<file path="src/rtl/uloop_sequencer.sv">
// uloop_sequencer
// Microcode program-counter sequencer with NUM_LOOPS hardware loop slots.
// Drives upc into the microinstruction ROM and consumes the loop-store,
// loop-update, jump and done fields of the fetched instruction in the same
// cycle.
//
// Ports:
//   clk, rst              rising-edge clock, asynchronous active-high reset
//   start, upc_start      one-cycle start pulse and first instruction address
//   done                  end-of-program flag (ignored in IDLE)
//   stall                 freeze upc and loop state for this cycle
//   loop_count            packed per-slot loop counts
//   st_en/st_idx          loop-start marker and slot
//   up_en/up_idx          loop-end marker and slot
//   jump_en/jump_addr     unconditional jump
//   upc                   registered microinstruction address
//   busy                  high while running
//   finish                one-cycle pulse when a run ends through done
//   loop_act              per-slot "counter nonzero" flags (registered)
module uloop_sequencer #(
    parameter int UINST_ADDR_WIDTH = 8,
    parameter int LOOP_CNT_WIDTH   = 11,
    parameter int NUM_LOOPS        = 4,
    localparam int LOOP_IDX_W      = $clog2(NUM_LOOPS)
) (
    input  logic                                clk,
    input  logic                                rst,
    input  logic                                start,
    input  logic [UINST_ADDR_WIDTH-1:0]         upc_start,
    input  logic                                done,
    input  logic                                stall,
    input  logic [NUM_LOOPS*LOOP_CNT_WIDTH-1:0] loop_count,
    input  logic                                st_en,
    input  logic [LOOP_IDX_W-1:0]               st_idx,
    input  logic                                up_en,
    input  logic [LOOP_IDX_W-1:0]               up_idx,
    input  logic                                jump_en,
    input  logic [UINST_ADDR_WIDTH-1:0]         jump_addr,
    output logic [UINST_ADDR_WIDTH-1:0]         upc,
    output logic                                busy,
    output logic                                finish,
    output logic [NUM_LOOPS-1:0]                loop_act
);

    typedef enum logic {
        IDLE = 1'b0,
        RUN  = 1'b1
    } state_t;

    state_t                      state_q, state_d;
    logic [UINST_ADDR_WIDTH-1:0] upc_q, upc_d;
    logic [UINST_ADDR_WIDTH-1:0] addr_q [NUM_LOOPS];
    logic [UINST_ADDR_WIDTH-1:0] addr_d [NUM_LOOPS];
    logic [LOOP_CNT_WIDTH-1:0]   cnt_q  [NUM_LOOPS];
    logic [LOOP_CNT_WIDTH-1:0]   cnt_d  [NUM_LOOPS];
    logic                        finish_q, finish_d;
    logic [NUM_LOOPS-1:0]        loop_act_q, loop_act_d;

    logic                        running;
    logic                        take_branch;
    logic                        update_valid;
    logic [UINST_ADDR_WIDTH-1:0] upc_inc;

    assign running = (state_q == RUN);
    assign upc_inc = upc_q + UINST_ADDR_WIDTH'(1);

    always_comb begin
        state_d     = state_q;
        upc_d       = upc_q;
        addr_d      = addr_q;
        cnt_d       = cnt_q;
        finish_d    = 1'b0;
        take_branch = 1'b0;
        // A store to the same slot in the same instruction supersedes the update.
        update_valid = up_en && !(st_en && (st_idx == up_idx));

        if (start) begin
            state_d = RUN;
            upc_d   = upc_start;
            for (int unsigned i = 0; i < NUM_LOOPS; i++) begin
                addr_d[i] = '0;
                cnt_d[i]  = '0;
            end
        end else if (running && done) begin
            state_d  = IDLE;
            upc_d    = '0;
            finish_d = 1'b1;
            for (int unsigned i = 0; i < NUM_LOOPS; i++) begin
                addr_d[i] = '0;
                cnt_d[i]  = '0;
            end
        end else if (running && !stall) begin
            if (update_valid) begin
                // Count N means N body passes: branch back while more than one remains.
                if (cnt_q[up_idx] > LOOP_CNT_WIDTH'(1)) begin
                    take_branch    = 1'b1;
                    cnt_d[up_idx]  = cnt_q[up_idx] - LOOP_CNT_WIDTH'(1);
                end else begin
                    cnt_d[up_idx]  = '0;
                end
            end
            if (st_en) begin
                addr_d[st_idx] = upc_inc;
                cnt_d[st_idx]  = loop_count[st_idx*LOOP_CNT_WIDTH +: LOOP_CNT_WIDTH];
            end
            if (take_branch) begin
                upc_d = addr_q[up_idx];
            end else if (jump_en) begin
                upc_d = jump_addr;
            end else begin
                upc_d = upc_inc;
            end
        end

        for (int unsigned i = 0; i < NUM_LOOPS; i++) begin
            loop_act_d[i] = (cnt_d[i] != '0);
        end
    end

    always_ff @(posedge clk or posedge rst) begin
        if (rst) begin
            state_q    <= IDLE;
            upc_q      <= '0;
            addr_q     <= '{default: '0};
            cnt_q      <= '{default: '0};
            finish_q   <= 1'b0;
            loop_act_q <= '0;
        end else begin
            state_q    <= state_d;
            upc_q      <= upc_d;
            addr_q     <= addr_d;
            cnt_q      <= cnt_d;
            finish_q   <= finish_d;
            loop_act_q <= loop_act_d;
        end
    end

    assign upc      = upc_q;
    assign busy     = (state_q == RUN);
    assign finish   = finish_q;
    assign loop_act = loop_act_q;

endmodule

</file>
<file path="config.mk">
export PLATFORM = sky130hd
export DESIGN_NAME = uloop_sequencer
export DESIGN_NICKNAME = d
export VERILOG_FILES = /design/src/rtl/uloop_sequencer.sv
export SDC_FILE = /design/constraint.sdc
export NUM_CORES = 1
export LEC_CHECK = 0
export ABC_CLOCK_PERIOD_IN_PS = 3550
export BUFFER_PORTS_ARGS = -buffer_cell sky130_fd_sc_hd__buf_4
export CAP_MARGIN = 20
export CORE_MARGIN = 1
export CORE_UTILIZATION = 40
export CTS_CLUSTER_DIAMETER = 60
export CTS_CLUSTER_SIZE = 16
export DETAILED_ROUTE_END_ITERATION = 16
export RECOVER_POWER = 100
export SYNTH_ARGS = -nofsm -noshare
export SYNTH_HDL_FRONTEND = slang
export SYNTH_SLANG_ARGS = --single-unit
</file>
<file path="constraint.sdc">
create_clock -name clk -period 3.55 [get_ports clk]
set_input_delay 0.1775 -clock clk [delete_from_list [all_inputs] [get_ports clk]]
set_output_delay 0.1775 -clock clk [all_outputs]
set_load 0.1 [all_outputs]
</file>
# Yosys cells after proc, flatten, opt, wreduce, memory -nomap -nowiden
# Index checks and enable logic that the tools add are counted.
# totals
ff_bits,90
input_bits,72
output_inout_bits,14
word_cells,84
# classes
addsub,2
n_mul,1
order_cmp,5
n_eq_ne,1
shifts,1
n_mux,42
bitwise,4
n_reduce_logical,16
# ops
op,n
$mux 44,9
$mux 32,4
$bwmux 44,2
$mux 8,8
$and 44x44->44,1
$demux 11 s2,2
$mux 11,4
$not 44->44,1
$reduce_bool 11->1,4
$shiftx 44x7->11,1
$bwmux 32,1
$bmux 11 s2,1
$bmux 8 s2,1
$demux 8 s2,1
$gt 11x1->1 const B,1
$sub 11x1->11 const B,1
$mux 1,9
$add 8x1->8 const B,1
$ge 3x3->1 const B,2
$logic_and 1x1->1,6
$lt 3x1->1 const B,2
$mul 2x4->6 const B,1
$not 2->3,2
$reduce_bool 3->1,2
4 further kinds,5

# Depth between registers and ports, before layout
# Gate-level depths: netlist of run 1.
# logic_depth
ltp_word,18
mapped_depth,11
depth_no_buf,10

# Worst setup path after synthesis of run 1
# OpenSTA, ideal clock, no wires.
# synth_timing
kind,input-to-reg
startpoint,input port up_idx[1]
endpoint,"register loop_act_q[3], in the netlist loop_act[3]"
setup_ns,0.139
arrival_time_ns,3.016
required_ns,3.411
setup_slack_ns,0.395
path_stages,10
n_path_buf,3
cell_sequence,clkbuf_1 > buf_1 > mux4_2 > nor4_1 > buf_2 > nand4_2 > o21ai_0 > a21oi_1 > or4_1 > or4_1
# synth_between
elab_chain_cells,18
word_cells_on_any_way,29
classes_between,add/sub (1); order compare (3); eq/ne (1); mux (16); bitwise (3); reduce/logical (5)
# synth_lines
element,line,rtl
start: declaration,36,"input logic [LOOP_IDX_W-1:0] up_idx,"
branches (longest 8 deep; another with $sub 11x1->11),-,
$mux 44 *,93,if (update_valid) begin
$mux 44 *,92,end else if (running && !stall) begin
$mux 44 *,84,end else if (running && done) begin
$mux 44 *,77,if (start) begin
$bwmux 44,104,cnt_d[st_idx] = loop_count[st_idx*LOOP_CNT_WIDTH +: LOOP_CNT_WIDTH];
$mux 44 *,102,if (st_en) begin
$mux 44 *,92,
$mux 44 *,84,
$mux 44 *,77,
$reduce_bool 11->1 *,116,loop_act_d[i] = (cnt_d[i] != '0);
via loop_act_d[3],57,"logic [NUM_LOOPS-1:0] loop_act_q, loop_act_d;"
end signal: assignment,134,loop_act_q <= loop_act_d;
end: declaration,57,
# Mark *: on every way through the listed nets, which the timed path passes. The select of a mux whose other input is x is not followed.
# A chain may end at the register's enable or synchronous reset.

# Final worst setup path of run 1
# layout_timing
startpoint,register cnt_q[0] in the netlist's numbering
endpoint,"register loop_act_q[3], in the netlist loop_act[3]"
# layout_between
elab_chain_cells,16
word_cells_on_any_way,18
classes_between,add/sub (1); order compare (1); mux (14); bitwise (1); reduce/logical (1)
# layout_lines
element,line,rtl
start: declaration,54,logic [LOOP_CNT_WIDTH-1:0] cnt_q [NUM_LOOPS];
start signal: assignment,132,cnt_q <= cnt_d;
$bmux 11 s2,"95, 97",
$mux 11 (not written as such) (2 in series),"95, 97",
$sub 11x1->11,97,cnt_d[up_idx] = cnt_q[up_idx] - LOOP_CNT_WIDTH'(1);
$bwmux 44,97,
$mux 44,95,if (cnt_q[up_idx] > LOOP_CNT_WIDTH'(1)) begin
$mux 44,93,
$mux 44,92,
$mux 44,84,
$mux 44,77,
$bwmux 44,104,
$mux 44,102,
$mux 44 *,92,
$mux 44 *,84,
$mux 44 *,77,
$reduce_bool 11->1 *,116,
via loop_act_d[3],57,
# Mark *: on every way through the listed nets, which the timed path passes. The rest lies on a longest branch. The select of a mux whose other input is x is not followed.

==> results of run 1 <==
[final cells by class]
type                       instances  share of cell area
tap                              176             0.03314
clock buffer                       9             0.03389
timing repair buffer             126              0.1288
inverter                          16            0.009226
sequential                        90              0.3389
clock inverter                     7             0.01280
multi-input combinational        415              0.4432
[state kept, by name, summed over array words and instances, names as in the netlist]
| register | cells |
|---|---|
| addr_q | 32 |
| loop_act | 4 |
| cnt_q | 44 |
| upc | 8 |
| busy | 1 |
| finish | 1 |
[cells in the mapped netlist (all sizes together), types with 3 or more instances]
cell / n
dfrtp: 90
nor2: 56
nand2: 42
o21ai: 38
a21oi: 30
a211oi: 27
clkbuf: 23
a22oi: 22
mux4: 21
inv: 16
mux2i: 16
nor3: 13
buf: 11
nand3: 11
o22ai: 10
a21o: 7
a22o: 7
nor4: 7
or3: 7
xnor2: 7
or4: 6
and2: 5
nand4: 5
and3: 4
and3b: 4
mux2: 4
nand3b: 4
o211ai: 4
o221ai: 4
xor2: 4
a221oi: 3
a31oi: 3
ha: 3
nand2b: 3
nor3b: 3
o2bb2ai: 3
o31ai: 3
or2: 3
[worst max-delay path, cell delays in order (launching register included)]
cell,delay (ns)
dfrtp_1,0.42
mux4_2,0.53
clkbuf_1,0.19
o21bai_1,0.18
clkbuf_1,0.26
nand4_1,0.20
o21ai_0,0.41
a21oi_1,0.11
or4_1,0.53
or4_1,0.48
[layout by cell type, fill, tap and decap left out, types with 15 or more instances in the layout]
master     n
clkbuf_1  26
a211oi_1  27
buf_4     95
inv_1     15
mux2i_1   16
a22oi_1   22
o21ai_0   34
dfrtp_1   90
nand2_1   42
a21oi_1   29
mux4_2    21
nor2_1    56
[stage by stage]
stage	cells	instance area (µm²)	util	power (mW)	worst slack, ns
6_report	839	6645	0.5038	2.779	0.1064
5_1_grt	839	6645	0.5038	2.879	0.02083
4_1_cts	838	6731	0.5103	2.810	0.1519
2_1_floorplan	555	5395	-	1.535	0.3951
3_3_place_gp	821	6411	0.4861	1.800	0.1787
3_5_place_dp	821	6411	0.4861	1.801	0.1049
[what timing repair did]
| item | CTS | global route |
|---|---|---|
| resized for setup | 0 | 2 |
| endpoints found under the hold margin | 13 | 0 |
| hold buffers | 1 | 0 |
| endpoints found under the setup margin | 0 | 2 |
[how the worst max path moves through the flow]
stage / slack [ns] / to / depth (start not counted)
after floorplan: 0.40 / loop_act[3] / 10
after global placement: 0.18 / loop_act[3] / 11
after detailed placement: 0.10 / loop_act[3] / 11
after CTS: 0.15 / loop_act[3] / 10
after global routing: 0.02 / loop_act[2] / 9
final: 0.11 / loop_act[3] / 9
[kinds of logic after synthesis]
logic type               Yosys count  share of synthesized area
XOR/XNOR                          11                    0.01786
multiplexers                      41                     0.1257
AO/OA/AOI/OAI                    180                     0.2266
buffers and inverters             50                    0.03826
flip-flops                        90                     0.4174
AND/OR/NAND/NOR                  180                     0.1672
adder cells (fa/ha/maj)            3                   0.006958
[power groups by stage]
stage | registers (mW) | logic [mW] | clock network [mW]
floorplan | 1.24 | 0.299 | 0
global placement | 1.11 | 0.688 | 0
detailed placement | 1.11 | 0.689 | 0
CTS | 1.09 | 0.692 | 1.02
global route | 1.10 | 0.711 | 1.07
finish | 1.09 | 0.671 | 1.02
[per-layer routing]
metal	vias up	GRT usage
li1	2331	-
met1	2558	0.4344
met2	297	0.4129
met3	47	0.04778
met4	0	0.1154
met5	-	0
==> flow_summary.json, run 1 <==
{
  "gp_congestion": 0.9622,
  "dr.max_layer_used": "met4",
  "wl_met3_um": 1589,
  "synth_warnings": 0,
  "final-hold-violation-count": 0,
  "fill_cells": 1242,
  "finalSetupViolations": 0,
  "wirelength_um": 19620,
  "post_synth_num_cell_types": 64,
  "syn-num-nets": 630,
  "cts.clk_slew.worst_paths_ns": 0.07,
  "initial_utilization": 0.4090,
  "grt.total_usage": 0.2894,
  "dieWidth_um": 118.1,
  "wl_met2_um": 8687,
  "port_buffers": 85,
  "timing.slew.headroom": -0.1913,
  "unrepaired_setup_endpoints_after_global_routing": "false",
  "p_int_mw": 1.832,
  "p_sw_mw": 0.9470,
  "synth_ff_type": "dfrtp_1",
  "maxClockFrequency_ghz": 0.2904,
  "syn_inst": 555,
  "power_per_cell_area_mw_per_mm2": 418.3,
  "cts-root-to-sink-buffers": 2,
  "layout.nets": 733,
  "root_buffer_selected_by_cts": "clkbuf_16",
  "hold_path_end": "upc[6]",
  "timing_max_transition_violations_final": 31,
  "status": "complete, but fails checks",
  "tritoncts": "yes",
  "critical_path_arrival_ns": 3.68,
  "hold_path_depth": 2,
  "required_ns": 3.78,
  "post-cts-setup-buffer-count": 0,
  "worst_skew_ns": 0.009175,
  "r2r_cells": 9,
  "synth-seq-area-share": 0.4174,
  "tritoncts.num_buffers": 9,
  "design.portCount": 86,
  "violations": "capacitance limit, slew limit",
  "register_area_mm2": 0.002252,
  "finalSetupTns_ns": 0,
  "num_antenna_cells": 0,
  "worst-r2r-setup-slack_ns": 0.11,
  "final.period_utilization": 0.9700,
  "origin_of_the_worst_setup_path": "cnt_q[0]",
  "leakagePower_nw": 2.917,
  "post_route_cells_drive_above_1_share": 0.2308,
  "drt-met1-wl_um": 8774,
  "combined_area_of_the_multi_input_logic_cells_mm2": 0.002945,
  "core_area_mm2": 0.01319,
  "shortest_clock_period_the_worst_path_allows_after_layout_ns": 3.444,
  "synth_largest_type_area_fraction": 0.4174,
  "reg2reg_from": "cnt_q[0]",
  "sequentialPowerShare": 0.393,
  "dieArea_mm2": 0.01396,
  "power.ir.vdd_worst_uv": 234.4,
  "tightestPinTransition_ns": 1.787,
  "die_h_um": 118.1,
  "synth_seq_cells": 90,
  "synthesis.area_mm2": 0.005395,
  "drt_drc_violations_left": 0,
  "drt_pass1_iterations": 5,
  "first_pass_grt_wire_length_um": 29990,
  "postRouteAntennaNets": 0,
  "iteration_0_drc_markers": 563,
  "maxCapViolCount": 1,
  "grt_antenna_before_repair": 0,
  "detail_route.vias_per_cell": 6.237,
  "synth-edff-count": 0,
  "comb_power_share": 0.241,
  "cp-end-kind": "flip-flop",
  "via_count": 5233,
  "synthToLayoutAreaGrowth_pct": 23.17,
  "clkSinkCount": 90,
  "grt_max_degree": 48,
  "yosys.area.top_type": "dfrtp_1",
  "synth_area_leaders": "dfrtp_1, mux4_2, nor2_1, a211oi_1, o21ai_0",
  "place.detailed.hpwl_um": 15130,
  "clkPwrFrac": 0.365,
  "synth_async_sr_flop_share": 1.000,
  "cp_max_fo": 6,
  "rows": 42,
  "regToRegEndpoint": "loop_act[3]",
  "setup.worst_path.start_class": "flip-flop",
  "cts_htree_levels": 3,
  "power_switching_share": 0.3407,
  "hp-class": "in -> reg",
  "finalHoldWorstSlack_ns": 0.04518,
  "synthesis.area_per_instance_um2": 9.721,
  "first_global_vias": 4987,
  "drt-wirelength-per-cell_um": 23.39,
  "worst-setup-path-type": "reg -> reg",
  "clkLatencyLatePin_ns": 0.36,
  "worst_min_delay_path_startpoint": "upc_start[6]",
  "grt-ovfl-total": 0
}
Power figures use the tool's default switching activity.
==> inputs of run 2 (changes only) <==
- ABC_CLOCK_PERIOD_IN_PS: 3550 -> 3600
- clock period: 3.55 -> 3.6 ns (I/O delays scaled with it)
==> run 2 against run 1 <==
  * The flow still finishes with violations (capacitance limit, slew limit)
  * Via count fell by 0.71%
  * First-iteration DRC count shrank 6.0%
  * Sequential cell count stayed put
  * Clock power barely moved
  * Die area unchanged
  * Utilization barely moved
  * Sequential power barely moved
  * Power hardly changed
  * Non-clock buffer count is 2 higher
  * Register-to-register slack better by 0.03 ns
  * Critical path depth is the same
  * Largest power group unchanged
==> flow_summary.json, run 2 (synthesized netlist as in run 1, its figures left out) <==
{
  "mostFrequentLayoutCell": "buf_4",
  "required_ns": 3.82,
  "clkSinkCount": 90,
  "first_pass_grt_wire_length_um": 30930,
  "drt-wirelength-per-cell_um": 23.86,
  "gp_congestion": 0.9673,
  "place.detailed.hpwl_um": 15350,
  "origin_of_the_worst_setup_path": "cnt_q[37]",
  "dr.max_layer_used": "met5",
  "largest_register_ff_count": 44,
  "final-hold-violation-count": 0,
  "postRouteAntennaNets": 0,
  "synthToLayoutAreaGrowth_pct": 23.21,
  "layout.nets": 735,
  "dieArea_mm2": 0.01396,
  "via_count": 5196,
  "cp_max_fo": 11,
  "cts.clk_slew.worst_paths_ns": 0.07,
  "root_buffer_selected_by_cts": "clkbuf_16",
  "num_antenna_cells": 0,
  "violations": "capacitance limit, slew limit",
  "layout_common_cells": "buf_4, dfrtp_1, nor2_1",
  "crit_slowest_cell": "mux4_2",
  "first_global_vias": 5071,
  "fill_cells": 1226,
  "post_route_cells_drive_above_1_share": 0.2271,
  "finalSetupViolations": 0,
  "finalSetupTns_ns": 0,
  "grt.total_usage": 0.2996,
  "slowest_delay_ns": 0.58,
  "worst_skew_ns": 0.008445,
  "maxClockFrequency_ghz": 0.2887,
  "dieWidth_um": 118.1,
  "power_per_cell_area_mw_per_mm2": 417.8,
  "critical_path_arrival_ns": 3.68,
  "status": "complete, but fails checks",
  "timing_max_transition_violations_final": 33,
  "hp-class": "in -> reg",
  "critical_path.cell_chain": "mux4_2 -> nor4_1 -> buf_4 -> and4_1 -> clkbuf_1 -> a21oi_1 -> a211o_1 -> a2111o_1 -> or4_1",
  "cts-root-to-sink-buffers": 2,
  "timing.slew.headroom": -0.1081,
  "wl_met2_um": 8816,
  "power.ir.vdd_worst_uv": 211.2,
  "worst_min_delay_path_startpoint": "upc_start[6]",
  "reg2reg_from": "cnt_q[37]",
  "port_buffers": 85,
  "die_h_um": 118.1,
  "drt_pass1_iterations": 7,
  "drt_drc_violations_left": 0,
  "grt_max_degree": 40,
  "leakagePower_nw": 2.918,
  "drt-met1-wl_um": 9114,
  "grt_antenna_before_repair": 1,
  "regMostFlops": "cnt_q",
  "final.setup.worst_slack_ns": 0.1367,
  "core_area_mm2": 0.01319,
  "grt-ovfl-total": 0,
  "final.period_utilization": 0.9620,
  "maxCapViolCount": 1,
  "clkLatencyLatePin_ns": 0.36,
  "combined_area_of_the_multi_input_logic_cells_mm2": 0.002945,
  "tightestPinTransition_ns": 1.653,
  "register_area_mm2": 0.002252,
  "worstPathBufferInverterCount": 2,
  "iteration_0_drc_markers": 529,
  "shortest_clock_period_the_worst_path_allows_after_layout_ns": 3.463,
  "wirelength_um": 20060,
  "rows": 42,
  "tritoncts": "yes",
  "design.portCount": 86,
  "cts_htree_levels": 3,
  "initial_utilization": 0.4090,
  "finalHoldWorstSlack_ns": 0.05992,
  "worst-setup-path-type": "reg -> reg",
  "wl_met3_um": 1716,
  "detail_route.vias_per_cell": 6.178,
  "dp_slack_ns": 0.1106,
  "setup.worst_path.start_class": "flip-flop",
  "unrepaired_setup_endpoints_after_global_routing": "false",
  "total_power_mw": 2.777,
  "tritoncts.num_buffers": 9,
  "largest_delay_contributor_family_on_the_critical_path": "simple AND/OR/NAND/NOR gates",
  "cp-end-kind": "flip-flop"
}
-- run 2: power by group --
group          total [mW]  internal, mW  switching [mW]
registers            1.08          1.04          0.0335
logic               0.669         0.213           0.455
clock network        1.03         0.588           0.443
total                2.78          1.85           0.932
-- run 2: cell type report --
| class | count | share of cell area |
|---|---|---|
| Timing Repair Buffer | 128 | 0.1276 |
| Sequential cell | 90 | 0.3388 |
| Multi-Input combinational cell | 415 | 0.4431 |
| Inverter | 16 | 0.009223 |
| Clock inverter | 5 | 0.01016 |
| Clock buffer | 11 | 0.03802 |
| Tap cell | 176 | 0.03313 |
-- run 2: repair_timing --
| action | in CTS | in global routing |
|---|---|---|
| setup endpoints to repair | 0 | 1 |
| setup buffers | 0 | 0 |
| endpoints found under the hold margin | 30 | 0 |
| hold buffers | 1 | 0 |
| gates resized for setup | 0 | 2 |
-- run 2: routing by layer --
layer / global-route usage / up-vias
li1: - / 2347
met1: 0.4444 / 2543
met2: 0.4386 / 271
met3: 0.05502 / 33
met4: 0.09936 / 2
met5: 0 / -
-- run 2: worst register-to-register path, delay by kind of cell, from the launching register on --
| family | cells | cell delay (ns) |
|---|---|---|
| and+or+nand+nor | 3 | 1.09 |
| AOI/OAI and AO/OA | 3 | 0.77 |
| muxes | 1 | 0.58 |
| buffers and inverters | 2 | 0.45 |
| DFF | 1 | 0.44 |
-- run 2: path summary, 6_finish.rpt --
check | to | slack (ns) | cells after the start
worst min-delay path | upc[6] | 0.06 | 2
max in group asynchronous | cnt_q[14] | 0.95 | 4
worst max register to register | loop_act[0] | 0.14 | 9
worst max-delay path | loop_act[0] | 0.14 | 9
worst min register to register | addr_q[17] | 0.53 | 2
min in group asynchronous | cnt_q[35] | 0.78 | 3
-- run 2: per-stage QoR --
step,util,std cells,cell area (µm²)
floorplan,-,555,5395
global placement,0.4878,824,6434
detailed placement,0.4878,824,6434
CTS,0.5128,841,6764
global route,0.5040,841,6648
finish,0.5040,841,6648
